**src/rtl/demux1x16_deser.sv**
```systemverilog
// 1:N_CH time-division demultiplexer: rebuilds a parallel word from a serial lane-ordered stream.
// Optional lane strobe output is enabled by defining DEMUX_LANE_STROBE_EN.
module demux1x16_deser #(
  parameter int N_CH = 16,
  parameter int CW   = $clog2(N_CH)
) (
  input  logic            clk,
  input  logic            rst_n,
  input  logic            in_bit,
  input  logic            in_valid,
  output logic            in_ready,
  input  logic            flush,
  output logic [CW-1:0]   cur_ch,
  output logic [N_CH-1:0] out_data,
  output logic            out_valid,
  input  logic            out_ready
`ifdef DEMUX_LANE_STROBE_EN
  ,
  output logic [N_CH-1:0] lane_en
`endif
);

  typedef enum logic {FILL, STALL} state_t;

  localparam logic [CW-1:0] LAST_CH = CW'(N_CH - 1);

  state_t            r_state, w_state_nxt;
  logic [CW-1:0]     r_cnt, w_cnt_nxt;
  logic [N_CH-1:0]   r_asm, w_asm_nxt;
  logic [N_CH-1:0]   r_data, w_data_nxt;
  logic              r_valid, w_valid_nxt;
  logic              w_load;

  // in_ready depends only on the state register, so out_ready never reaches it combinationally.
  assign in_ready  = (r_state == FILL);
  assign cur_ch    = r_cnt;
  assign out_data  = r_data;
  assign out_valid = r_valid;

  always_comb begin
    // NOTE: every signal assigned here gets a default first, so no path can infer a latch.
    w_state_nxt = r_state;
    w_cnt_nxt   = r_cnt;
    w_asm_nxt   = r_asm;
    w_data_nxt  = r_data;
    w_load      = 1'b0;

    if (flush) begin
      w_cnt_nxt   = '0;
      w_asm_nxt   = '0;
      w_state_nxt = FILL;
    end else if (r_state == STALL) begin
      if (out_ready) begin
        w_data_nxt  = r_asm;
        w_load      = 1'b1;
        w_cnt_nxt   = '0;
        w_state_nxt = FILL;
      end
    end else if (in_valid) begin
      w_asm_nxt[r_cnt] = in_bit;
      if (r_cnt != LAST_CH) begin
        w_cnt_nxt = r_cnt + 1'b1;
      end else if (!r_valid || out_ready) begin
        w_data_nxt = {in_bit, r_asm[N_CH-2:0]};
        w_load     = 1'b1;
        w_cnt_nxt  = '0;
      end else begin
        w_state_nxt = STALL;
      end
    end

    // A consumed word stays valid only if a new one replaces it in the same cycle.
    w_valid_nxt = w_load | (r_valid & ~out_ready);
  end

  always_ff @(posedge clk or negedge rst_n) begin
    if (!rst_n) begin
      r_state <= FILL;
      r_cnt   <= '0;
      r_asm   <= '0;
      r_data  <= '0;
      r_valid <= 1'b0;
    end else begin
      // NOTE: non-blocking assignments keep every register sampling pre-edge values.
      r_state <= w_state_nxt;
      r_cnt   <= w_cnt_nxt;
      r_asm   <= w_asm_nxt;
      r_data  <= w_data_nxt;
      r_valid <= w_valid_nxt;
    end
  end

`ifdef DEMUX_LANE_STROBE_EN
  logic [N_CH-1:0] r_lane_en;
  logic            w_beat;

  assign w_beat  = in_valid && !flush && (r_state == FILL);
  assign lane_en = r_lane_en;

  always_ff @(posedge clk or negedge rst_n) begin
    if (!rst_n) begin
      r_lane_en <= '0;
    end else begin
      r_lane_en <= w_beat ? (N_CH'(1) << r_cnt) : '0;
    end
  end
`endif

endmodule

```
**config.mk**
```make
export PLATFORM = sky130hd
export DESIGN_NAME = demux1x16_deser
export DESIGN_NICKNAME = d
export VERILOG_FILES = /design/src/rtl/demux1x16_deser.sv
export SDC_FILE = /design/constraint.sdc
export NUM_CORES = 1
export LEC_CHECK = 0
export ABC_AREA = 1
export CORE_UTILIZATION = 45
export DETAILED_ROUTE_END_ITERATION = 8
export DONT_BUFFER_PORTS = 1
export SLEW_MARGIN = 15
export SYNTH_ARGS = -nofsm -noshare
export SYNTH_HDL_FRONTEND = slang
export SYNTH_SLANG_ARGS = --single-unit
```
**constraint.sdc**
```tcl
create_clock -name clk -period 2.12 [get_ports clk]
set_input_delay 0.53 -clock clk [delete_from_list [all_inputs] [get_ports clk]]
set_output_delay 0.53 -clock clk [all_outputs]
set_load 0.02 [all_outputs]
```
After elaboration in Yosys (flattened, before gate mapping)
Cells that the tools add are included.
{"block": "word_totals", "regBits": 38, "input_bits": 6, "out_inout_bits": 22, "elab_cells": 58}
{"block": "classes", "add_sub_neg": 1, "magnitude_cmp": 2, "n_eq_ne": 5, "muxes": 29, "bitwise_logic": 5, "n_reduce_logical": 11}
{"operator": "2-to-1 mux 16 bit", "count": 8}
{"operator": "2-to-1 mux 4 bit", "count": 6}
{"operator": "bitwise mux 16 bit", "count": 1}
{"operator": "2-to-1 mux 1 bit", "count": 13}
{"operator": "inequality test 2 bit, second input constant", "count": 3}
{"operator": "nonzero test 2 bit", "count": 3}
{"operator": "less-than comparator 4 x 5 -> 1 bit, second input constant", "count": 1}
{"operator": "AND reduction 5 bit", "count": 1}
{"operator": "adder 4 x 1 -> 4 bit, second input constant", "count": 1}
{"operator": "demux 1 bit (select 4 bit)", "count": 1}
{"operator": ">= comparator 4 x 1 -> 1 bit, second input constant", "count": 1}
{"operator": "inequality test 4 bit, second input constant", "count": 1}
{"operator": "nonzero test 4 bit", "count": 1}
{"operator": "inequality test 3 bit, second input constant", "count": 1}
{"operator": "inverter 1 bit", "count": 3}
{"operator": "AND reduction 3 bit", "count": 1}
{"operator": "nonzero test 3 bit", "count": 1}
{"operator": "AND reduction 2 bit", "count": 1}
{"operator": "bitwise AND 1 bit", "count": 1}
{"operator": "logical AND 1 bit", "count": 1}
{"operator": "logical NOT 1 bit", "count": 1}
{"operator": "logical OR 1 bit", "count": 1}
{"operator": "OR 1 bit", "count": 1}

Logic depth before layout (Yosys ltp)
Gate-level depths: netlist of run 1.
{"block": "logic_depth", "ltp_word": 8, "ltp_mapped": 8, "ltp_nobuf": 8}

Least setup slack after synthesis of run 1
OpenSTA, ideal clock, no wires.
{"block": "synth_timing", "path_kind": "flip-flop to flip-flop", "startpoint": "register r_cnt[0], in the netlist cur_ch[0]", "endpoint": "register r_data[10], in the netlist out_data[10]", "setup_ns": 0.117, "arrival_ns": 1.517, "slack_ns": 0.486, "path_stages_with_launch": 8, "path_buffers": 1, "period_less_slack_ns": 1.634, "path_cell_list": "dfrtp_1 -> ha_1 -> nand3_1 -> nand2_2 -> nand3_4 -> buf_6 -> nand2_1 -> nand2_1"}
{"block": "synth_between", "elab_chain_cells": 3}
{"item": "start: declaration", "line": "28", "source": "logic [CW-1:0] r_cnt, w_cnt_nxt;"}
{"item": "start signal: assignment", "line": "86", "source": "r_cnt <= w_cnt_nxt;"}
{"item": "inequality test 4 bit", "line": "61", "source": "if (r_cnt != LAST_CH) begin"}
{"item": "inequality test 2 bit (no line)"}
{"item": "AND reduction 5 bit (no line)"}
{"item": "end signal: assignment", "line": "88", "source": "r_data <= w_data_nxt;"}
{"item": "end: declaration", "line": "30", "source": "logic [N_CH-1:0] r_data, w_data_nxt;"}
No other way between the ends.
A chain may end at the register's enable or synchronous reset.

Final worst setup path of run 1
{"block": "layout_timing", "startpoint": "register r_cnt[2], in the netlist cur_ch[2]", "endpoint": "register r_data[3], in the netlist out_data[3]"}
The elaborated chain is that of the path after synthesis.

==> metrics.csv, run 1 <==
metric,value,unit
status,"finished, final reports clean",
tns,0,ns
yosysTopAreaCell,dfrtp_1,
initial_core_util,47.0,%
drt_pre_antenna_iters,4,
period_minus_slack,1.56,ns
dp.cells,292,
p_comb_share,8.3,%
numCtsBuffers,5,
tightest_slew,0.451,ns
antenna_found_initial,0,
clock_path_buffers,2,
drc,0,
max_freq,643,MHz
cts_setup_buffers,0,
rsz0062_at_grt,no,
core,0.00403,mm2
grt-ovfl-total,0,
ir_drop,0.000350,V
grt_max_degree,39,
critical_path.startpoint,cur_ch[2],
fin_cells,301,
diodes,0,
design_power_total,1380,uW
std_cell_rows,23,
syn_area,0.00189,mm2
gp_congestion,0.820,
crit_fanout,17,
grt_pass1_wl,6870,um
die_w,66.9,um
max_stage_delay,0.62,ns
dieArea,0.00447,mm2
hold_slack,0.0749,ns
grt.total_usage,20.9,%
fin_worst_skew,0.00365,ns
portBuffers,0,
crit_slowest_cell,dfrtp_1,
maxSlewHeadroom,70.0,%
yosysSeqAreaShare,50.2,%
synth-seq-cells,38,
boundaryPins,28,
clock_sinks,38,
slew_viol_final,0,
critPathArrivalTime,1.74,ns
cts_resized,0,
drive_above_1_share,7.97,%
syn_to_final_growth,9.39,%
cap_violations,0,
hpwl,2850,um
synth_top_area_share,50.2,%
r2r-start,cur_ch[2],
swShare,24.9,%
crit_top_cell,nand2_1,
utilization,51.4,%
min_period_over_period,73.4,%
clk_latency,0.29,ns
grt_pass1_vias,1479,
min_path_type,in2async,
powerDensity,664,mW/mm2
setup_viol,0,
required,2.30,ns
p_sw,342,uW
pwr-share-seq,54.4,%
finalHoldViolCount,0,
p_clk_share,37.3,%
syn_inst,243,
yosysUniqueCellTypes,21,
die_y,66.9,um
drt_iter0_drc,65,
synth_area_leaders,"dfrtp_1, nand2_1, nand4_1",
yosys_warnings,0,
clkTransAtPathRegs,0.07,ns
path_class,reg2reg,
p_int,1030,uW
endpoint_kind,flop,
wl,4070,um
avgSynthCellArea,7.79,um2
syn-num-nets,253,
via_per_inst,5.06,
worstSetupStartpointType,flop,
cts_tree,yes,
vias,1522,
nNetsFinal,260,
antenna_left,0,
leakagePower,0.00119,uW
h-tree-depth,2,
postCtsHoldBufs,1,
routedWlPerCell,13.5,um
path_cells,"nand3_1, nand2_2, nand3_4, nand2_1, nand2_1",
root_buffer,clkbuf_8,
==> path summary, 6_finish.rpt <==
| check | end | slack, ns | cells after the start |
|---|---|---|---|
| worst max-delay path | out_data[3] | 0.56 | 5 |
| max in group asynchronous | r_state | 1.86 | 1 |
| worst min register to register | out_data[0] | 0.53 | 2 |
| min in group clk | r_state | 0.29 | 1 |
| worst min-delay path | out_data[15] | 0.07 | 1 |
| worst max register to register | out_data[3] | 0.56 | 5 |
==> area by class of cell <==
cell class	instances	area, um2
Clock buffer	7	86.3
Clock inverter	1	5.00
Fill cell	418	1960
Inverter	26	97.6
Multi-Input combinational cell	172	803
Sequential cell	38	951
Tap cell	50	62.6
Timing Repair Buffer	7	65.1
==> synthesized netlist by cell type (all sizes together) <==
library cell  instances
ha                    4
clkbuf                1
a21oi                 6
nand3                 9
nand4                20
nor2                 19
xor2                  1
nand2                99
inv                  26
o211ai                1
buf                   6
o21ai                13
dfrtp                38
==> state kept, by name, indices dropped and copies added (netlist names) <==
signal,cells
cur_ch,4
r_asm,16
r_state,1
out_valid,1
out_data,16
==> cell usage in the layout (no fill, tap or decap), types with 2 or more instances in the layout <==
cell	n
nand2_2	2
o21ai_0	9
clkbuf_8	6
ha_1	4
nand2_1	97
dfrtp_1	38
nor2_1	19
nand4_1	20
nand3_1	8
o21ai_1	4
buf_4	6
inv_1	24
inv_2	2
a21oi_1	5
==> cells by family (layout without fill, tap and decap cells) <==
| kind of cell | Yosys count | count (layout) | share of synthesized area [%] |
|---|---|---|---|
| AO/OA/AOI/OAI | 20 | 20 | 6.01 |
| XOR/XNOR | 1 | 1 | 0.463 |
| adder cells (fa/ha/maj) | 4 | 4 | 2.64 |
| buffers and inverters | 33 | 41 | 7.34 |
| flip-flops | 38 | 38 | 50.2 |
| AND/OR/NAND/NOR | 147 | 147 | 33.3 |
==> worst max-delay path, delay by kind of cell, from the launching register on <==
kind / cells / cell delay, ns
and+or+nand+nor: 5 / 0.82
DFF: 1 / 0.62
==> power by group through the flow <==
stage	logic [uW]	registers [uW]	clock network (uW)
after global routing	131	749	558
after detailed placement	96.8	762	0
after floorplan	62.5	768	0
after global placement	96.4	762	0
final	114	748	514
after CTS	116	748	526
==> stage by stage <==
stage / cell area (um2) / worst slack, ns
finish: 2070 / 0.564
global route: 2070 / 0.366
CTS: 2070 / 0.537
detailed placement: 1960 / 0.557
global placement: 1960 / 0.584
floorplan: 1890 / 0.486
==> layer usage <==
layer  track usage, %  vias to the layer above  share of wire (%)
li1                 -                      785                  -
met1             27.1                      690                 46
met2             33.5                       42                 46
met3             6.51                        5                6.0
met4             5.59                        0                1.4
met5                0                        -                  0
Note: power is estimated with default switching activity, not from simulation.
==> run 2: changes to the inputs <==
==> constraint.sdc (replaced) <==
create_clock -name clk -period 1.34 [get_ports clk]
set_input_delay 0.335 -clock clk [delete_from_list [all_inputs] [get_ports clk]]
set_output_delay 0.335 -clock clk [all_outputs]
set_load 0.02 [all_outputs]
==> run 2 against run 1 <==
Net effect: sequential share of layout area is 7.7 points lower; via count rose by 9.5%; utilization rose by 11 points; first-iteration DRC count grew 46%; power grew 94%; clock power is 140% higher; sequential power grew 59%; critical path type is now reg2out; count of clock-buffer cells in the layout shrank 1; highest routed layer unchanged; combinational power increased by 120%; critical path depth fell by 3; non-clock buffer count is 19 higher; register-to-register slack worse by 0.53 ns.
==> metrics.csv, run 2 (synthesized netlist as in run 1, its figures left out) <==
metric,value,unit
swShare,22.5,%
antenna_found_initial,0,
pwr-share-seq,44.7,%
h-tree-depth,2,
period_minus_slack,1.32,ns
path_cells,"clkinv_4, buf_6",
worstSetupStartpointType,flop,
dp_slack,0.00740,ns
initial_core_util,47.0,%
design_power_total,2660,uW
gp_congestion,0.887,
p_sw,598,uW
cts_tree,yes,
drive_above_1_share,26.1,%
p_comb_share,9.5,%
wl,4570,um
max_stage_delay,0.44,ns
crit_fanout,4,
grt_pass1_wl,6970,um
antenna_left,0,
setup_ws,0.0210,ns
rsz0062_at_grt,yes,
tightest_slew,0.302,ns
maxSlewHeadroom,79.8,%
min_path_type,in2reg,
die_y,66.9,um
endpoint_kind,primary output,
utilization,62.1,%
clock_sinks,38,
holdPathStages,1,
via_per_inst,5.18,
vias,1667,
routedWlPerCell,14.2,um
max_freq,758,MHz
cap_violations,0,
p_int,2060,uW
p_clk_share,45.8,%
syn_to_final_growth,32.1,%
die_w,66.9,um
final_common_cell,nand2_1,
drt_iter0_drc,95,
grt_max_degree,39,
required,1.00,ns
crit_slowest_cell,dfrtp_2,
fin_worst_skew,0.00428,ns
leakagePower,0.00132,uW
drc,0,
grt.total_usage,21.0,%
setup_viol,0,
critPathArrivalTime,0.98,ns
std_cell_rows,23,
numCtsBuffers,5,
grt-ovfl-total,0,
r2r-start,r_state,
path_class,reg2out,
core,0.00403,mm2
r2r-end,out_valid,
clk_latency,0.29,ns
crit_family,flip-flops,
clkTransAtPathRegs,0.07,ns
slew_viol_final,0,
r2r_cells,7,
powerDensity,1060,mW/mm2
status,"finished, final reports clean",
min_period_over_period,98.4,%
boundaryPins,28,
drt_pre_antenna_iters,4,
holdPathEnd,r_state,
cp_num_buf_inv,2,
dieArea,0.00447,mm2
portBuffers,0,
root_buffer,clkbuf_8,
tns,0,ns
finalHoldViolCount,0,
r2r_setup_slack,0.03,ns
critical_path.startpoint,r_state,
layout_common_cells,"nand2_1, dfrtp_1, inv_1, nand4_1, buf_4",
hpwl,2860,um
clock_path_buffers,2,
diodes,0,
hold_start,flush,
grt_pass1_vias,1565,
ir_drop,0.000532,V
nNetsFinal,281,
==> run 2: cell types whose count changed in the layout (fill, tap and decap cells not counted), sizes merged <==
cell         delta
dlygate4sd3     +1
buf            +17
bufinv          +2
nand3           +2
clkinvlp        +1
inv             -2
==> run 2: worst max path at each step <==
| stage | slack, ns | cells after the start | to |
|---|---|---|---|
| 6_report | 0.02 | 2 | in_ready |
| 5_1_grt | -0.03 | 8 | r_asm[13] |
| 4_1_cts | 0.01 | 1 | cur_ch[2] |
| 3_5_place_dp | 0.007 | 7 | r_asm[0] |
| 3_3_place_gp | 0.03 | 7 | r_asm[0] |
| 2_1_floorplan | -0.03 | 7 | out_data[10] |
==> run 2: through the flow <==
step	hold WS [ns]	instances	area (um2)
2_1_floorplan	0.0394	243	1940
3_3_place_gp	0.0402	303	2090
3_5_place_dp	0.0400	303	2090
4_1_cts	0.0926	314	2270
5_1_grt	0.0828	322	2500
6_report	0.0966	322	2500
==> run 2: timing repair <==
action / in CTS / in global routing
hold buffers: 2 / 0
cloned: 0 / 3
resized for setup: 1 / 43
buffers inserted: 1 / 5
setup endpoints to repair: 3 / 38
pin swaps: 0 / 10
hold endpoints to repair: 38 / 0
==> run 2: cell type report <==
class / instances / area (um2)
timing repair buffer: 26 / 282
clock inverter: 2 / 60.1
clock buffer: 6 / 82.6
fill: 367 / 1530
tap: 50 / 62.6
multi-input combinational: 174 / 951
sequential: 38 / 957
inverter: 26 / 106
==> run 2: layer usage <==
metal | wire (um) | vias up | global-route usage, %
met5 | 0 | - | 0
met3 | 244 | 6 | 6.34
met1 | 2000 | 786 | 24.4
li1 | - | 835 | -
met2 | 2260 | 40 | 36.5
met4 | 61 | 0 | 7.18
==> run 2: power by group through the flow <==
| stage | Combinational, uW | Clock [uW] | Sequential (uW) |
|---|---|---|---|
| after floorplan | 103 | 0 | 1220 |
| after global routing | 285 | 1280 | 1190 |
| after CTS | 204 | 1230 | 1190 |
| after global placement | 169 | 0 | 1210 |
| after detailed placement | 168 | 0 | 1210 |
| final | 254 | 1220 | 1190 |
==> run 3: changes to the inputs <==
--- a/config.mk
+++ b/config.mk
@@ -6,6 +6,7 @@
 export NUM_CORES = 1
 export LEC_CHECK = 0
 export ABC_AREA = 1
+export CAP_MARGIN = 10
 export CORE_UTILIZATION = 45
 export DETAILED_ROUTE_END_ITERATION = 8
 export DONT_BUFFER_PORTS = 1
==> results of run 3 <==
No change in the layout: final DEF, timing and power equal those of run 2.
